## src/rtl/vdc_seg_scan_if.sv

```systemverilog
// Nibble write port from the game-control block plus the multiplexed
// seven-segment display drive it receives back.
interface vdc_seg_scan_if;
  logic [3:0] to_vdc;
  logic [1:0] load;
  logic       wr_en;
  logic [3:0] dp_mask;
  logic [3:0] an;
  logic [6:0] seg;
  logic       dp;

  modport master (
    output to_vdc, load, wr_en, dp_mask,
    input  an, seg, dp
  );

  modport slave (
    input  to_vdc, load, wr_en, dp_mask,
    output an, seg, dp
  );
endinterface

```

## src/rtl/vdc_seg_scan.sv

```systemverilog
// Four-digit common-anode seven-segment scanner with one blank cycle per slot.
// Optional macro LEAD_ZERO_BLANK_EN blanks leading zero digits 3..1.
module vdc_seg_scan #(
  parameter int          PRESCALE  = 100000,
  parameter logic [3:0]  RESET_NIB = 4'h0
) (
  input  logic           clk,
  input  logic           rst,
  vdc_seg_scan_if.slave  bus
);

  localparam int             PCW     = $clog2(PRESCALE);
  localparam logic [PCW-1:0] PC_LAST = PCW'(PRESCALE - 1);

  logic [PCW-1:0] r_pc;
  logic [1:0]     r_idx;
  logic [3:0]     r_d [4];
  logic [3:0]     r_an;
  logic [6:0]     r_seg;
  logic           r_dp;

  logic           w_blank_slot;
  logic [3:0]     w_nib;
  logic           w_lz;
  logic [3:0]     w_an_nxt;
  logic [6:0]     w_seg_nxt;
  logic           w_dp_nxt;

  function automatic logic [6:0] hex7(input logic [3:0] n);
    case (n)
      4'h0: hex7 = 7'h40;  4'h1: hex7 = 7'h79;
      4'h2: hex7 = 7'h24;  4'h3: hex7 = 7'h30;
      4'h4: hex7 = 7'h19;  4'h5: hex7 = 7'h12;
      4'h6: hex7 = 7'h02;  4'h7: hex7 = 7'h78;
      4'h8: hex7 = 7'h00;  4'h9: hex7 = 7'h10;
      4'hA: hex7 = 7'h08;  4'hB: hex7 = 7'h03;
      4'hC: hex7 = 7'h46;  4'hD: hex7 = 7'h21;
      4'hE: hex7 = 7'h06;  default: hex7 = 7'h0E;
    endcase
  endfunction

  // NOTE: every output of this block gets a default first, so no path leaves one unassigned (no latch).
  always_comb begin
    w_blank_slot = (r_pc == PC_LAST);
    w_nib        = r_d[r_idx];
    w_lz         = 1'b0;
    w_an_nxt     = 4'hF;
    w_seg_nxt    = 7'h7F;
    w_dp_nxt     = 1'b1;
`ifdef LEAD_ZERO_BLANK_EN
    case (r_idx)
      2'd3:    w_lz = (r_d[3] == 4'h0);
      2'd2:    w_lz = ((r_d[3] | r_d[2]) == 4'h0);
      2'd1:    w_lz = ((r_d[3] | r_d[2] | r_d[1]) == 4'h0);
      default: w_lz = 1'b0;
    endcase
`endif
    if (!w_blank_slot) begin
      w_an_nxt  = ~(4'b0001 << r_idx);
      w_seg_nxt = w_lz ? 7'h7F : hex7(w_nib);
      w_dp_nxt  = ~bus.dp_mask[r_idx];
    end
  end

  // NOTE: sequential state uses non-blocking assignments so every register samples pre-edge values.
  always_ff @(posedge clk or negedge rst) begin
    if (!rst) begin
      r_pc  <= '0;
      r_idx <= 2'd0;
    end else if (w_blank_slot) begin
      r_pc  <= '0;
      r_idx <= r_idx + 2'd1;
    end else begin
      r_pc  <= r_pc + PCW'(1);
    end
  end

  // NOTE: the four digit registers are flops, not RAM, so resetting them to RESET_NIB is cheap and required.
  always_ff @(posedge clk or negedge rst) begin
    if (!rst) begin
      for (int i = 0; i < 4; i++) r_d[i] <= RESET_NIB;
    end else if (bus.wr_en) begin
      r_d[bus.load] <= bus.to_vdc;
    end
  end

  always_ff @(posedge clk or negedge rst) begin
    if (!rst) begin
      r_an  <= 4'hF;
      r_seg <= 7'h7F;
      r_dp  <= 1'b1;
    end else begin
      r_an  <= w_an_nxt;
      r_seg <= w_seg_nxt;
      r_dp  <= w_dp_nxt;
    end
  end

  assign bus.an  = r_an;
  assign bus.seg = r_seg;
  assign bus.dp  = r_dp;

endmodule

```

## src/flat_wrapper.sv

```systemverilog
// flat-port wrapper written by rule: the top's interface ports become plain ports
module vdc_seg_scan_flat 
#(
  parameter int          PRESCALE  = 100000,
  parameter logic [3:0]  RESET_NIB = 4'h0
)
  (clk, rst, bus_to_vdc, bus_load, bus_wr_en, bus_dp_mask, bus_an, bus_seg, bus_dp);
  vdc_seg_scan_if bus_i ();
  input  logic clk;
  input  logic rst;
  input wire logic [$bits(bus_i.to_vdc)-1:0] bus_to_vdc;
  input wire logic [$bits(bus_i.load)-1:0] bus_load;
  input wire logic [$bits(bus_i.wr_en)-1:0] bus_wr_en;
  input wire logic [$bits(bus_i.dp_mask)-1:0] bus_dp_mask;
  output wire logic [$bits(bus_i.an)-1:0] bus_an;
  output wire logic [$bits(bus_i.seg)-1:0] bus_seg;
  output wire logic [$bits(bus_i.dp)-1:0] bus_dp;
  assign bus_i.to_vdc = bus_to_vdc;
  assign bus_i.load = bus_load;
  assign bus_i.wr_en = bus_wr_en;
  assign bus_i.dp_mask = bus_dp_mask;
  assign bus_an = bus_i.an;
  assign bus_seg = bus_i.seg;
  assign bus_dp = bus_i.dp;
  vdc_seg_scan #(.PRESCALE(PRESCALE), .RESET_NIB(RESET_NIB)) u_core (.clk(clk), .rst(rst), .bus(bus_i));
endmodule
```

## config.mk

```make
export PLATFORM = sky130hd
export DESIGN_NAME = vdc_seg_scan_flat
export DESIGN_NICKNAME = d
export VERILOG_FILES = /design/src/rtl/vdc_seg_scan_if.sv /design/src/rtl/vdc_seg_scan.sv /design/src/flat_wrapper.sv
export SDC_FILE = /design/constraint.sdc
export NUM_CORES = 1
export LEC_CHECK = 0
export ABC_AREA = 1
export CORE_UTILIZATION = 35
export DETAILED_ROUTE_END_ITERATION = 6
export GPL_TIMING_DRIVEN = 0
export MAX_ROUTING_LAYER = met4
export RECOVER_POWER = 50
export SETUP_SLACK_MARGIN = 0.1
export SLEW_MARGIN = 25
export SYNTH_ARGS = -nofsm -noshare
export SYNTH_HDL_FRONTEND = slang
export SYNTH_SLANG_ARGS = --single-unit
```

## constraint.sdc

```tcl
create_clock -name clk -period 1.4 [get_ports clk]
set_input_delay 0.28 -clock clk [delete_from_list [all_inputs] [get_ports clk]]
set_output_delay 0.28 -clock clk [all_outputs]
set_load 0.02 [all_outputs]
```

==> results.sh <==
export IMPL_status="complete, but fails checks"
export IMPL_violations="setup timing"
export IMPL_yosysTopAreaCell="dfrtp_1"
export IMPL_yosys_register_bits=47
export IMPL_holdWs_ns=0.491
export IMPL_rsz0062_at_grt="true"
export IMPL_layout_drive_gt1_share=0.376
export IMPL_ys_warnings_count=0
export IMPL_netlist_area_sq_um=2540
export IMPL_drt_iter0_drc=115
export IMPL_cts_buffers=5
export IMPL_die_area_sq_um=7610
export IMPL_cp_cell_sequence="inv_2 > buf_6 > nand2_2 > nand3_4 > nand2_8 > ha_4 > nand3_4 > nor2_2 > nor2_1 > nand2_1"
export IMPL_grt_pass1_wl_mm=9.95
export IMPL_hold_viol_final=0
export IMPL_synth_most_common_cell="nand2_1"
export IMPL_root_buffer="clkbuf_8"
export IMPL_viasPerCell=4.70
export IMPL_routed_via_count=2177
export IMPL_cap_violations=0
export IMPL_finalWorstSetupSlack_ns=-0.141
export IMPL_end_kind="register"
export IMPL_setup_viol=11
export IMPL_post_drt_wl_per_cell_microns=12.7
export IMPL_drc_errors=0
export IMPL_min_period_over_period=1.10
export IMPL_synth_area_per_cell_sq_um=8.26
export IMPL_place_hpwl_mm=3.68
export IMPL_hold_path_class="register to register"
export IMPL_die_x_microns=87.3
export IMPL_slew_headroom=0.569
export IMPL_p_leak_uw=0.00168
export IMPL_clock_path_buffers=2
export IMPL_path_max_fanout=6
export IMPL_synth_cells=308
export IMPL_nets=390
export IMPL_htree_levels=2
export IMPL_peakVddDrop_v=0.000551
export IMPL_portBuffers=24
export IMPL_diodes=0
export IMPL_yosysUniqueCellTypes=25
export IMPL_crit_type="register to register"
export IMPL_drt_total_wl_mm=5.89
export IMPL_syn_num_nets=332
export IMPL_grt_max_degree=48
export IMPL_gr_usage_all_layers=0.176
export IMPL_crit_path_max_incr_delay_ns=0.42
export IMPL_cpLargestDelayFamily="simple AND/OR/NAND/NOR gates"
export IMPL_initial_utilization=0.368
export IMPL_core_sq_um=6910
export IMPL_worstPathArrival_ns=1.79
export IMPL_synth_area_top_cells="dfrtp_1, dfstp_2, nand2_1"
export IMPL_die_h_microns=87.3
export IMPL_total_power_uw=3080
export IMPL_critPathMostFrequentCell="nand3_4"
export IMPL_rows=30
export IMPL_ys_seq_area_frac=0.468
export IMPL_dr_pass1_iters=4
export IMPL_io_pins=25
export IMPL_ys_flop_type="dfrtp_1"
export IMPL_synth_top_area_frac=0.344
export IMPL_syn_to_final_growth_pct=39.0
export IMPL_path_buf_inv=2
export IMPL_grt_overflow_total=0
export IMPL_power_density_nw_per_um2=872
export IMPL_clk_pin_slew_ns=0.09
export IMPL_antenna_left=0
export IMPL_fin_util=0.512
export IMPL_cts_sinks=47
export IMPL_cpMaxStageDelayCell="dfrtp_1"
export IMPL_worstSkewPairLatency_ns=0.31
export IMPL_pre_cts_ws_ns=-0.246
export IMPL_synth_edf_count=0
export IMPL_start_kind="register"
export IMPL_min_period_ns=1.54
export IMPL_crit_required_ns=1.65
export IMPL_fmax_ghz=0.649
export IMPL_worst_slew_pin_slew_ns=0.646
export IMPL_globalplace_congestion=0.813
export IMPL_synthTopCellsByCount="nand2_1, inv_1, dfrtp_1"
export IMPL_grt_pass1_vias=2134
export IMPL_fin_skew_ns=0.0133
export IMPL_slew_violations=0
export IMPL_antenna_found_initial=0
export IMPL_fin_tns_setup_ns=-0.605
export IMPL_cts_tree="built"
export IMPL_async_flop_share=1.00
==> logic make-up (layout without fill, tap and decap cells) <==
kind of cell,count (synthesis),count (layout),synth area share
AO/OA/AOI/OAI,24,24,0.0487
XOR/XNOR,8,8,0.0275
flip-flops,47,47,0.468
buffers and inverters,45,104,0.0713
AND/OR/NAND/NOR,173,173,0.330
adder cells (fa/ha/maj),11,11,0.0541
==> power by group <==
part           switching [uW]  leakage, uW  internal, uW
combinational             412      0.00107           274
clock                     474    0.0000402           348
sequential               54.4     0.000571          1520
==> what timing repair did <==
action | 4_1_cts | 5_1_grt
buffers inserted | 21 | 4
resized for setup | 90 | 47
hold buffers | 1 | 0
hold endpoints to repair | 1 | 0
setup endpoints to repair | 37 | 29
gates cloned | 1 | 0
pin swaps | 8 | 11
==> registers in the layout, summed over array words and instances, names as in the netlist <==
name,count
u_core.r_idx,2
u_core.bus.seg,7
u_core.bus.an,4
u_core.r_pc,17
u_core.bus.dp,1
u_core.r_d,16
==> layout make-up <==
class,instances,area [sq um]
fillers,659,3370
clock buffers,5,68.8
plain buffers,3,42.5
repair buffers,51,435
clock inverters,3,20.0
multi-input cells,216,1480
well taps,96,120
inverters,42,170
flip-flops and latches,47,1190
==> layout by cell type (no fill, tap or decap), types with 2 or more instances in the layout <==
cell,n
buf_6,10
buf_4,18
o21ai_2,2
nor3_1,5
dfstp_2,12
buf_2,11
nand2_8,2
clkbuf_8,5
clkdlybuf4s50_1,11
ha_4,5
nor2_1,23
dfrtp_1,32
nand2_1,62
nand2_4,14
clkinvlp_4,2
a21oi_1,2
nor2_2,6
inv_4,3
nor2_4,5
o21ai_0,18
xor2_1,8
dfrtp_2,3
nand3_1,21
ha_1,5
nand2_2,11
inv_1,32
nand3_2,10
nand4_1,6
nand3_4,6
inv_2,6
==> routing by layer <==
layer,share of wire,routed length [microns],GRT usage
met5,0,0,-
met4,0.0090,53,0.0462
met3,0.048,280,0.0313
met2,0.50,2940,0.294
met1,0.44,2620,0.219
==> stage by stage <==
step                cell area [sq um]  instances
floorplan                        2570        308
global route                     3540        463
CTS                              3320        459
detailed placement               2930        428
global placement                 2930        428
finish                           3540        463
==> final timing paths <==
check,from,to,slack [ns],cells past startpoint
setup / recovery,u_core.r_idx[0]$_DFFE_PN0N_,u_core.bus.seg[1]$_DFF_PN1_,-0.14,10
hold / removal,u_core.r_d[15]$_DFFE_PN0P_,u_core.r_d[15]$_DFFE_PN0P_,0.49,2
setup reg to reg,u_core.r_idx[0]$_DFFE_PN0N_,u_core.bus.seg[1]$_DFF_PN1_,-0.14,10
hold reg to reg,u_core.r_d[15]$_DFFE_PN0P_,u_core.r_d[15]$_DFFE_PN0P_,0.49,2
max in group asynchronous,rst,u_core.r_idx[1]$_DFFE_PN0N_,0.36,2
min in group asynchronous,rst,u_core.r_pc[11]$_DFF_PN0_,0.56,2
==> tightest hold or removal path: stages (launching register included) <==
cell     delay, ns
dfrtp_1       0.35
nand2_1       0.05
o21ai_0       0.06
Power figures use the tool's default switching activity.
